===== src/rtl/sr_ff_bank.sv =====
// Bank of WIDTH clocked bistable cells with a global SR/JK/D/T mode.
// SR illegal inputs resolve by a fixed policy and are logged per channel.
module sr_ff_bank #(
    parameter int WIDTH     = 8,
    parameter int SR_POLICY = 0,
    parameter int ERR_CNT_W = 8
) (
    input  logic                 clk,
    input  logic                 rst,
    input  logic                 en,
    input  logic [1:0]           mode,
    input  logic [WIDTH-1:0]     s,
    input  logic [WIDTH-1:0]     r,
    input  logic                 err_clr,
    output logic [WIDTH-1:0]     q,
    output logic [WIDTH-1:0]     qn,
    output logic [WIDTH-1:0]     err_vec,
    output logic [ERR_CNT_W-1:0] err_cnt
);

    typedef enum logic [1:0] {
        M_SR = 2'b00,
        M_JK = 2'b01,
        M_D  = 2'b10,
        M_T  = 2'b11
    } mode_e;

    logic [WIDTH-1:0]     r_q;
    logic [WIDTH-1:0]     r_err_vec;
    logic [ERR_CNT_W-1:0] r_err_cnt;

    logic [WIDTH-1:0]     w_q_next;
    logic [WIDTH-1:0]     w_sr_both;
    logic [WIDTH-1:0]     w_hold;
    logic [WIDTH-1:0]     w_illegal;
    logic                 w_any_illegal;
    logic                 w_cnt_sat;

    // Value taken by a channel when S=R=1 in SR mode; unknown policies hold
    always_comb begin
        w_sr_both = r_q;
        if (SR_POLICY == 1) begin
            w_sr_both = '1;
        end else if (SR_POLICY == 2) begin
            w_sr_both = '0;
        end
    end

    assign w_hold = r_q & ~s & ~r;

    always_comb begin
        w_q_next = r_q;
        unique case (mode_e'(mode))
            M_SR: w_q_next = (s & ~r) | w_hold | (s & r & w_sr_both);
            M_JK: w_q_next = (s & ~r) | w_hold | (s & r & ~r_q);
            M_D:  w_q_next = s;
            M_T:  w_q_next = r_q ^ s;
            default: w_q_next = r_q;
        endcase
    end

    assign w_illegal     = (en && mode == M_SR) ? (s & r) : '0;
    assign w_any_illegal = |w_illegal;
    assign w_cnt_sat     = &r_err_cnt;

    always_ff @(posedge clk) begin
        if (rst) begin
            r_q       <= '0;
            r_err_vec <= '0;
            r_err_cnt <= '0;
        end else begin
            if (en) begin
                r_q <= w_q_next;
            end
            // A fresh illegal event on the clearing edge survives the clear
            if (err_clr) begin
                r_err_vec <= w_illegal;
                r_err_cnt <= ERR_CNT_W'(w_any_illegal);
            end else begin
                r_err_vec <= r_err_vec | w_illegal;
                if (w_any_illegal && !w_cnt_sat) begin
                    r_err_cnt <= r_err_cnt + 1'b1;
                end
            end
        end
    end

    assign q       = r_q;
    assign qn      = ~r_q;
    assign err_vec = r_err_vec;
    assign err_cnt = r_err_cnt;

endmodule


===== config.mk =====
export PLATFORM = sky130hd
export DESIGN_NAME = sr_ff_bank
export DESIGN_NICKNAME = d
export VERILOG_FILES = /design/src/rtl/sr_ff_bank.sv
export SDC_FILE = /design/constraint.sdc
export NUM_CORES = 1
export LEC_CHECK = 0
export CORE_UTILIZATION = 44
export DETAILED_ROUTE_END_ITERATION = 8
export GPL_ROUTABILITY_DRIVEN = 0
export HOLD_SLACK_MARGIN = 0.08
export PLACE_DENSITY = 0.79
export SYNTH_ARGS = -nofsm -noshare
export SYNTH_HDL_FRONTEND = slang
export SYNTH_SLANG_ARGS = --single-unit

===== constraint.sdc =====
create_clock -name clk -period 2 [get_ports clk]
set_input_delay 0.6 -clock clk [delete_from_list [all_inputs] [get_ports clk]]
set_output_delay 0.6 -clock clk [all_outputs]
set_load 0.005 [all_outputs]

# After elaboration in Yosys (flattened, before gate mapping)
# Cells that the tools add are included.
[totals]
ff_bits = 24
latchBits = 0
ram_bits = 0
rom_bits = 0
in_bits = 22
out_inout_bits = 32
word_cells = 35
n_memories = 0
[classes]
add_sub_neg = 1
mul = 0
div_mod_pow = 0
order_cmp = 0
eq_ne = 3
shift = 0
n_mux = 5
bitwise = 14
n_reduce_logical = 8
[ops]
columns = ["cell", "n"]
rows = [
  ["8-bit bitwise AND", 6],
  ["8-bit bitwise OR", 4],
  ["8-bit case mux with 4 select lines", 1],
  ["8-bit inverter", 3],
  ["8-bit two-way mux", 2],
  ["8-bit by 1-bit adder with 8-bit output (second input constant)", 1],
  ["8-bit AND reduction", 1],
  ["8-bit OR reduction", 1],
  ["8-bit bitwise XOR", 1],
  ["2-bit equality test (second input constant)", 2],
  ["2-bit by 1-bit equality test with 1-bit output (second input constant)", 1],
  ["1-bit logical AND", 2],
  ["2-bit logical NOT", 1],
  ["1-bit two-way mux", 2],
  ["2-bit nonzero test", 1],
  ["2-bit OR reduction", 1],
  ["1-bit logical NOT", 1],
]

# Logic depth before layout (Yosys ltp)
# Gate-level depths: netlist (run 1).
[depth]
ltp_word = 7
depth_mapped = 7
ltp_nobuf = 7

# Worst setup path before layout (run 1)
# Ideal clock, no wire load.
[synth_timing]
kind = "input to register"
start = "input port mode[0]"
end = "register r_err_cnt[5] (netlist: err_cnt[5])"
setup_time_ps = 72
t_arrival_ps = 1796
t_required_ps = 1928
setup_slack_ps = 133
path_stages = 6
n_path_buf = 2
path_cell_list = "buf_4 > nor3b_2 > a21bo_2 > buf_4 > nor4_2 > mux2i_1"
[synth_between]
elab_chain_len = 5
[synth_lines]
columns = ["item", "line_no", "text"]
rows = [
  ["start, declared", "11", "input logic [1:0] mode,"],
  ["2-bit logical NOT", "62", "assign w_illegal = (en && mode == M_SR) ? (s & r) : '0;"],
  ["1-bit logical AND", "62", ""],
  ["8-bit two-way mux", "62", ""],
  ["8-bit OR reduction", "63", "assign w_any_illegal = |w_illegal;"],
  ["1-bit logical AND", "81", "if (w_any_illegal && !w_cnt_sat) begin"],
  ["end signal, assigned", "78", "r_err_cnt <= ERR_CNT_W'(w_any_illegal);"],
  ["end signal, assigned", "82", "r_err_cnt <= r_err_cnt + 1'b1;"],
  ["end, declared", "30", "logic [ERR_CNT_W-1:0] r_err_cnt;"],
]
# No other way between the ends.
# A chain may end at the register's enable or synchronous reset.

# Final worst setup path (run 1)
[layout_timing]
start = "input port r[1]"
end = "register r_err_cnt[5] (netlist: err_cnt[5])"
[layout_between]
elab_chain_len = 4
[layout_lines]
columns = ["item", "line_no", "text"]
rows = [
  ["start, declared", "13", "input logic [WIDTH-1:0] r,"],
  ["8-bit bitwise AND", "62", ""],
  ["8-bit two-way mux", "62", ""],
  ["8-bit OR reduction", "63", ""],
  ["1-bit logical AND", "81", ""],
]
# No other way between the ends.

==> summary.md, run 1 <==
| Metric | Value |
|---|---|
| Overflow after GRT | `0` |
| Layout cells sized above 1 | `0.1378` |
| Tcrit/Tclk final | `0.9792` |
| Predominant post-synthesis flop cell | `dfxtp_1` |
| Mapped Nets | `about 220` |
| Row count | `20` |
| Clk slew on worst S/H paths | `roughly 0.13 ns` |
| Fin Setup TNS | `0 ns` |
| Tot Pwr | `1.097 mW` |
| Place WS | `-0.3779 ns` |
| Number of synthesis warnings | `0` |
| Crit start category | `input pin` |
| Chip Width | `between 60 and 70 um` |
| CP endpoint kind | `register` |
| Hold Fails Final Rpt | `0` |
| Avg Inst Size Synth | `8.089 um^2` |
| All-Layer GR Usage | `0.2640` |
| Worst Path Required | `2.27 ns` |
| Largest area contributor in the synthesized netlist | `dfxtp_1` |
| Top-count cell post-synth | `nor2_1` |
| CTS root buffer | `clkbuf_4` |
| Synth Register Bits | `24` |
| Cell area after synthesis | `between 0.001 and 0.0015 mm^2` |
| CORE AREA | `about 0.0031 mm^2` |
| Adder-cell area share of the yosys netlist | `0.07525` |
| CTS Buffer Depth | `2` |
| Synth Area in Compound Gates | `0.2918` |
| Static leakage | `between 0.8 and 0.9 nW` |
| Area share of the largest cell type after synthesis | `0.3211` |
| Largest net degree at the start of global routing | `25` |
| Top cells by area, synth | `dfxtp_1 32%, o211ai_1 8.0%, ha_1 7.5%` |
| First-pass GRT wire length | `7189 um` |
| Max Fclk | `a little over 500 MHz` |
| Vias in the first global route | `about 1,600` |
| DRT iter0 DRCs | `84` |
| Critical R2R Capture | `err_cnt[0]` |
| Max Cap Viol | `0` |
| Final wirelength | `4523 um` |
| Final-report max-slew violation count | `0` |
| IO Port Bufs | `between 50 and 60` |
| R2R depth | `6` |
| Hold Path Stages | `1` |
| CTS Buf Count | `3` |
| Mux share of post-synthesis cell area | `0.006689` |
| Main combinational cell family by area after synthesis | `compound AO/OA/AOI/OAI gates` |
| Power per cell area | `481.5 mW/mm^2` |
| Worst-Skew Late Latency | `0.32 ns` |
| Htree depth | `1` |
| Critical Path Fanout Max | `10` |
| Critical path class | `in2reg` |
| Relative slew slack | `0.7005` |
| Residual DRC | `0` |
| WL/cell | `roughly 15 um` |
| Worst Hold End | `err_cnt[7]` |
| Total setup buffers inserted after CTS | `0` |
| Cells after synthesis | `185` |
| CTS tree | `done` |
| Least-Margin Pin Slew | `around 0.45 ns` |
| Yosys cell types | `39` |
| DR vias/cell | `roughly 5.7` |
| Fillers | `242` |
| Ant diodes | `0` |
| Top-Level Pins | `54` |
| Top cells by count, synth | `26 x nor2_1, 24 x dfxtp_1, 17 x inv_1, 16 x o211ai_1, 13 x nand2_1` |
| Worst EP arrival | `approximately 2.2 ns` |
| Hold path start | `err_cnt[7]` |
| Post-CTS Hold Fix Bufs | `0` |
| Fin nets | `between 200 and 300` |
| Final worst slack | `between 0.04 and 0.05 ns` |
| Via count | `1,703` |
| Number of nets still failing antenna checks after routing | `0` |
| Reg2reg start | `err_cnt[0]` |
| Area Overhead vs Synth | `52.17%` |
| Die Y | `slightly above 60 um` |
| Register-to-register setup slack | `0.41 ns` |
| Post-synthesis sequential area ratio | `0.3211` |
| Setup violation total in the final timing report | `0` |
| Die area | `0.003638 mm^2` |
| Worst Hold Class | `reg2reg` |
| Antenna violations before repair | `0` |
| Final Skew | `around 0.00055 ns` |
| Outcome | `finished clean` |
| Xor/xnor share of the synthesized area | `0.04682` |
| Simple-gate portion of the synthesized area | `0.1781` |
| Number of synthesized flops with an enable pin | `0` |
| Async S/R FF share, synth | `0` |
| Sink Count | `24` |
| HPWL after DPL | `between 3000 and 4000 um` |
| Starting Density | `0.4784` |
| DRT Pass-1 Iters | `5` |
| Fin crit period | `1.958 ns` |
| Maximum vdd drop | `approximately 0.00028 V` |
worst max-delay path: stages:
cell and delay, ns:
clkdlybuf4s50_1 0.49, a22o_1 0.16, a221oi_2 0.05, a21bo_2 0.26, buf_12 0.15, nor4_2 0.30
mux2i_1 0.21
registers in the layout, summed over array words and instances, names as in the netlist:
| register | cells |
|---|---|
| q | 8 |
| err_vec | 8 |
| err_cnt | 8 |
area by class of cell:
cell class	instances	area (um^2)	area share
inverters	18	67.56	0.02967
clock buffers	4	36.28	0.01593
multi-input cells	132	915.9	0.4022
flip-flops and latches	24	481.7	0.2115
repair buffers	76	720.7	0.3165
well taps	44	55.05	0.02418
worst max-delay path by stage:
| stage | startpoint | to |
|---|---|---|
| 2_1_floorplan | mode[0] | err_cnt[5] |
| 3_3_place_gp | r[1] | err_cnt[6] |
| 3_5_place_dp | r[1] | err_cnt[6] |
| 4_1_cts | r[4] | err_cnt[6] |
| 5_1_grt | r[0] | err_cnt[4] |
| 6_report | r[1] | err_cnt[5] |
cell families (layout without fill, tap and decap cells):
group / count (synthesis) / after routing
flops: 24 / 24
mux: 1 / 1
simple gates: 57 / 57
buf+inv: 29 / 98
compound gates: 57 / 57
xor+xnor: 8 / 8
fa+ha+maj: 9 / 9
routing by layer:
| layer | track usage | part of all wire | wire, um |
|---|---|---|---|
| met1 | 0.2824 | 0.41 | 1840 |
| met2 | 0.5133 | 0.53 | 2390 |
| met3 | 0.02381 | 0.047 | 214 |
| met4 | 0.1196 | 0.017 | 77 |
| met5 | 0 | 0 | 0 |
metrics by stage:
| step | std cells | hold slack [ns] | area [um^2] | util |
|---|---|---|---|---|
| 3_5_place_dp | 294 | 0.4813 | 2215 | 0.7080 |
| 4_1_cts | 298 | 0.5034 | 2257 | 0.7216 |
| 3_3_place_gp | 294 | 0.4694 | 2215 | 0.7080 |
| 5_1_grt | 298 | 0.5155 | 2277 | 0.7280 |
| 2_1_floorplan | 185 | 0.4743 | 1496 | - |
| 6_report | 298 | 0.5066 | 2277 | 0.7280 |
placed cells by master (no fill, tap or decap), types with 6 or more instances in the layout:
cell type	synthesis	routed
inv_1	17	17
a2bb2oi_1	6	6
a32oi_1	8	8
buf_4	2	22
ha_1	9	9
nand2_1	13	13
o21ai_0	6	6
dfxtp_1	24	23
nor2_1	26	26
clkdlybuf4s50_1	0	51
o211ai_1	16	16
xor2_1	6	6
where the power goes:
part	internal (mW)	total, mW	switching, mW	leakage, nW
registers	0.494	0.515	0.0210	0.196
clock network	0.112	0.268	0.156	0.0210
logic	0.178	0.313	0.136	0.680
timing repair:
action / in CTS / in global routing
gates resized for setup: 1 / 6
hold endpoints to repair: 0 / 0
pin swaps: 2 / 2
setup endpoints to repair: 2 / 7
Note: power is estimated with default switching activity, not from simulation.
==> inputs of run 2 (changes only) <==
==> constraint.sdc (replaced) <==
create_clock -name clk -period 1.9 [get_ports clk]
set_input_delay 0.57 -clock clk [delete_from_list [all_inputs] [get_ports clk]]
set_output_delay 0.57 -clock clk [all_outputs]
set_load 0.005 [all_outputs]
==> run 2 against run 1 <==
- die area unchanged
- first-iteration DRC count down 21%
- global-route usage up 0.52 points
- wire length up 3.5%
- critical path type is now reg2out
- largest power group unchanged
==> summary.md, run 2 (synthesis results as in run 1) <==
| Metric | Value |
|---|---|
| Outcome | `finished clean` |
| Sequential Power Share | `0.432 (-0.038)` |
| Number of nets still failing antenna checks after routing | `0 (unchanged)` |
| Residual DRC | `0 (unchanged)` |
| Top-Level Pins | `54 (unchanged)` |
| Clk slew on worst S/H paths | `0.15 ns (+0.02 ns)` |
| Setup violation total in the final timing report | `0 (unchanged)` |
| Register Area | `493.0 um^2 (+2.3%)` |
| Relative slew slack | `0.6891 (-0.01141)` |
| First-pass GRT wire length | `7300 um (+1.5%)` |
| CTS tree | `done` |
| Max Cap Viol | `0 (unchanged)` |
| Via count | `1,730 (+1.6%)` |
| Ant diodes | `0 (unchanged)` |
| Final Cell Area | `0.002357 mm^2 (+3.5%)` |
| Commonest non-fill, non-tap cell in the layout | `clkdlybuf4s50_1` |
| Tcrit/Tclk final | `0.9784` |
| Final-report max-slew violation count | `0 (unchanged)` |
| Combinational Power Share | `0.264 (-0.022)` |
| Htree depth | `1 (unchanged)` |
| Register-to-register setup slack | `0.24 ns (-0.17 ns)` |
| CP bufs+invs | `1 (-1)` |
| DRT iter0 DRCs | `66 (-21%)` |
| Hold Path Stages | `1 (unchanged)` |
| Hold path start | `err_cnt[7]` |
| Row count | `20 (unchanged)` |
| Die area | `0.003638 mm^2 (unchanged)` |
| Crit start category | `register` |
| Fillers | `241 (-0.41%)` |
| DRT Pass-1 Iters | `4 (-1)` |
| CP endpoint kind | `output pin` |
| IO Port Bufs | `53 (unchanged)` |
| Critical path class | `reg2out` |
| Overflow after GRT | `0 (unchanged)` |
| Final worst slack | `0.04103 ns (-0.0005695 ns)` |
| Worst Path Required | `1.33 ns (-0.94 ns)` |
| Layout cells sized above 1 | `0.1899 (+0.05213)` |
| CTS Buf Count | `3 (unchanged)` |
| CTS root buffer | `clkbuf_4` |
| Least-Margin Pin Slew | `0.4628 ns (+0.01698 ns)` |
| Final wirelength | `4683 um (+3.5%)` |
| DR vias/cell | `5.728 (+0.24%)` |
| Power share of the clock group | `0.304 (+0.060)` |
| Worst path slowest cell | `clkdlybuf4s50_1` |
| Stages on worst setup path | `1 (-6)` |
| Antenna violations before repair | `0 (unchanged)` |
| Chip Width | `60.32 um (unchanged)` |
| CORE AREA | `0.003128 mm^2 (unchanged)` |
| WL/cell | `15.51 um (+2.2%)` |
| Fin Setup TNS | `0 ns (unchanged)` |
| Power per cell area | `535.6 mW/mm^2 (+11%)` |
| Worst Hold End | `err_cnt[7]` |
| Die Y | `60.32 um (unchanged)` |
| Worst-Skew Late Latency | `0.33 ns (about the same)` |
| All-Layer GR Usage | `0.2692 (+0.005197)` |
| Area Overhead vs Synth | `57.53%` |
| Final Skew | `0.001041 ns (+0.0004899 ns)` |
| Switching share of power | `0.2679 (-0.01744)` |
| Crit-path leading delay family | `buffers and inverters` |
| Internal power | `0.9243 mW (+18%)` |
| Fin crit period | `roughly 1.9 ns` |
| Reg2reg start | `err_cnt[0]` |
| Static leakage | `0.9792 nW (+9.1%)` |
| Fin nets | `290 (+1.4%)` |
| Post-CTS Hold Fix Bufs | `0 (unchanged)` |
| Final Util | `0.7536 (+0.02560)` |
| R2R depth | `6 (unchanged)` |
| Slowest stage delay, CP | `0.53 ns (+0.04 ns)` |
| RSZ-0062 raised after global routing | `false` |
| Critical Path Fanout Max | `5 (-5)` |
| Area of the multi-input gates | `930.9 um^2 (+1.6%)` |
| Hold Fails Final Rpt | `0 (unchanged)` |
| Commonest non-fill, non-tap cells in the layout | `42 x clkdlybuf4s50_1, 26 x nor2_1, 26 x buf_4, 17 x inv_1, 16 x o211ai_1` |
| Psw | `0.3382 mW (+8.1%)` |
| Starting Density | `0.4784 (unchanged)` |
| CTS Buffer Depth | `2 (unchanged)` |
| Place WS | `-0.4437 ns (-0.06576 ns)` |
| Largest net degree at the start of global routing | `25 (unchanged)` |
| Post-place instance area | `0.002222 mm^2 (+0.34%)` |
| Worst EP arrival | `1.29 ns (-0.93 ns)` |
| Max Fclk | `around 540 MHz` |
| Worst Hold Class | `reg2reg` |
| Maximum vdd drop | `0.0003193 V (+15%)` |
| Vias in the first global route | `1,716 (+4.4%)` |
| CP cell instances | `clkdlybuf4s50_1` |
| HPWL after DPL | `3339 um (-0.86%)` |
| Sink Count | `24 (unchanged)` |
| Critical R2R Capture | `err_cnt[0]` |
run 2: changes by cell type in the layout (fill, tap and decap cells not counted), sizes merged:
cell and delta:
bufinv +1, clkdlybuf4s50 -9, dlymetal6s2s +5, clkbuf -1, buf +4, dlygate4sd2 +4
run 2: repair_timing:
action / 4_1_cts / 5_1_grt
setup buffers: 4 / 0
gates resized for setup: 12 / 15
endpoints found under the setup margin: 9 / 17
pin swaps: 5 / 6
run 2: worst max path at each step:
stage | start | end | slack, ns
after global routing | err_cnt[7] | err_cnt[7] | 0.0004
after CTS | r[0] | err_cnt[3] | -0.02
after global placement | r[1] | err_cnt[6] | -0.41
final | err_cnt[0] | err_cnt[0] | 0.04
after detailed placement | r[1] | err_cnt[7] | -0.44
after floorplan | mode[0] | err_cnt[5] | 0.06
run 2: area by class of cell:
type                       instances  share of cell area
clock buffer                       3            0.009554
clock inverter                     1             0.01274
inverter                          18             0.02866
multi-input combinational        132              0.3949
sequential                        24              0.2091
tap                               44             0.02335
timing repair buffer              80              0.3217
run 2: power groups by stage:
stage	Clock, mW	Combinational [mW]	Sequential [mW]
floorplan	0	0.141	0.551
global placement	0	0.311	0.552
detailed placement	0	0.327	0.554
CTS	0.387	0.334	0.543
global route	0.410	0.363	0.548
finish	0.384	0.333	0.546
run 2: worst register-to-register path: stages, from the launching register on:
cell and delay (ns):
dfxtp_1 0.43, ha_1 0.28, nand2_1 0.14, nor3_1 0.39
nor2_1 0.09, o21bai_1 0.17, a21oi_1 0.08
run 2: metal layers:
layer / up-vias / wire, um / track usage
met5: - / 0 / 0
met2: 56 / 2430 / 0.4929
met4: 0 / 134 / 0.1728
met3: 15 / 194 / 0.03247
li1: 824 / - / -
met1: 835 / 1923 / 0.2885
run 2: metrics by stage:
step / total power, mW / hold WS [ns] / cells
after floorplan: 0.6926 / 0.4743 / 185
after global placement: 0.8623 / 0.4701 / 295
after detailed placement: 0.8804 / 0.4813 / 295
after CTS: 1.265 / 0.5079 / 303
after global routing: 1.321 / 0.5290 / 302
final: 1.262 / 0.5083 / 302
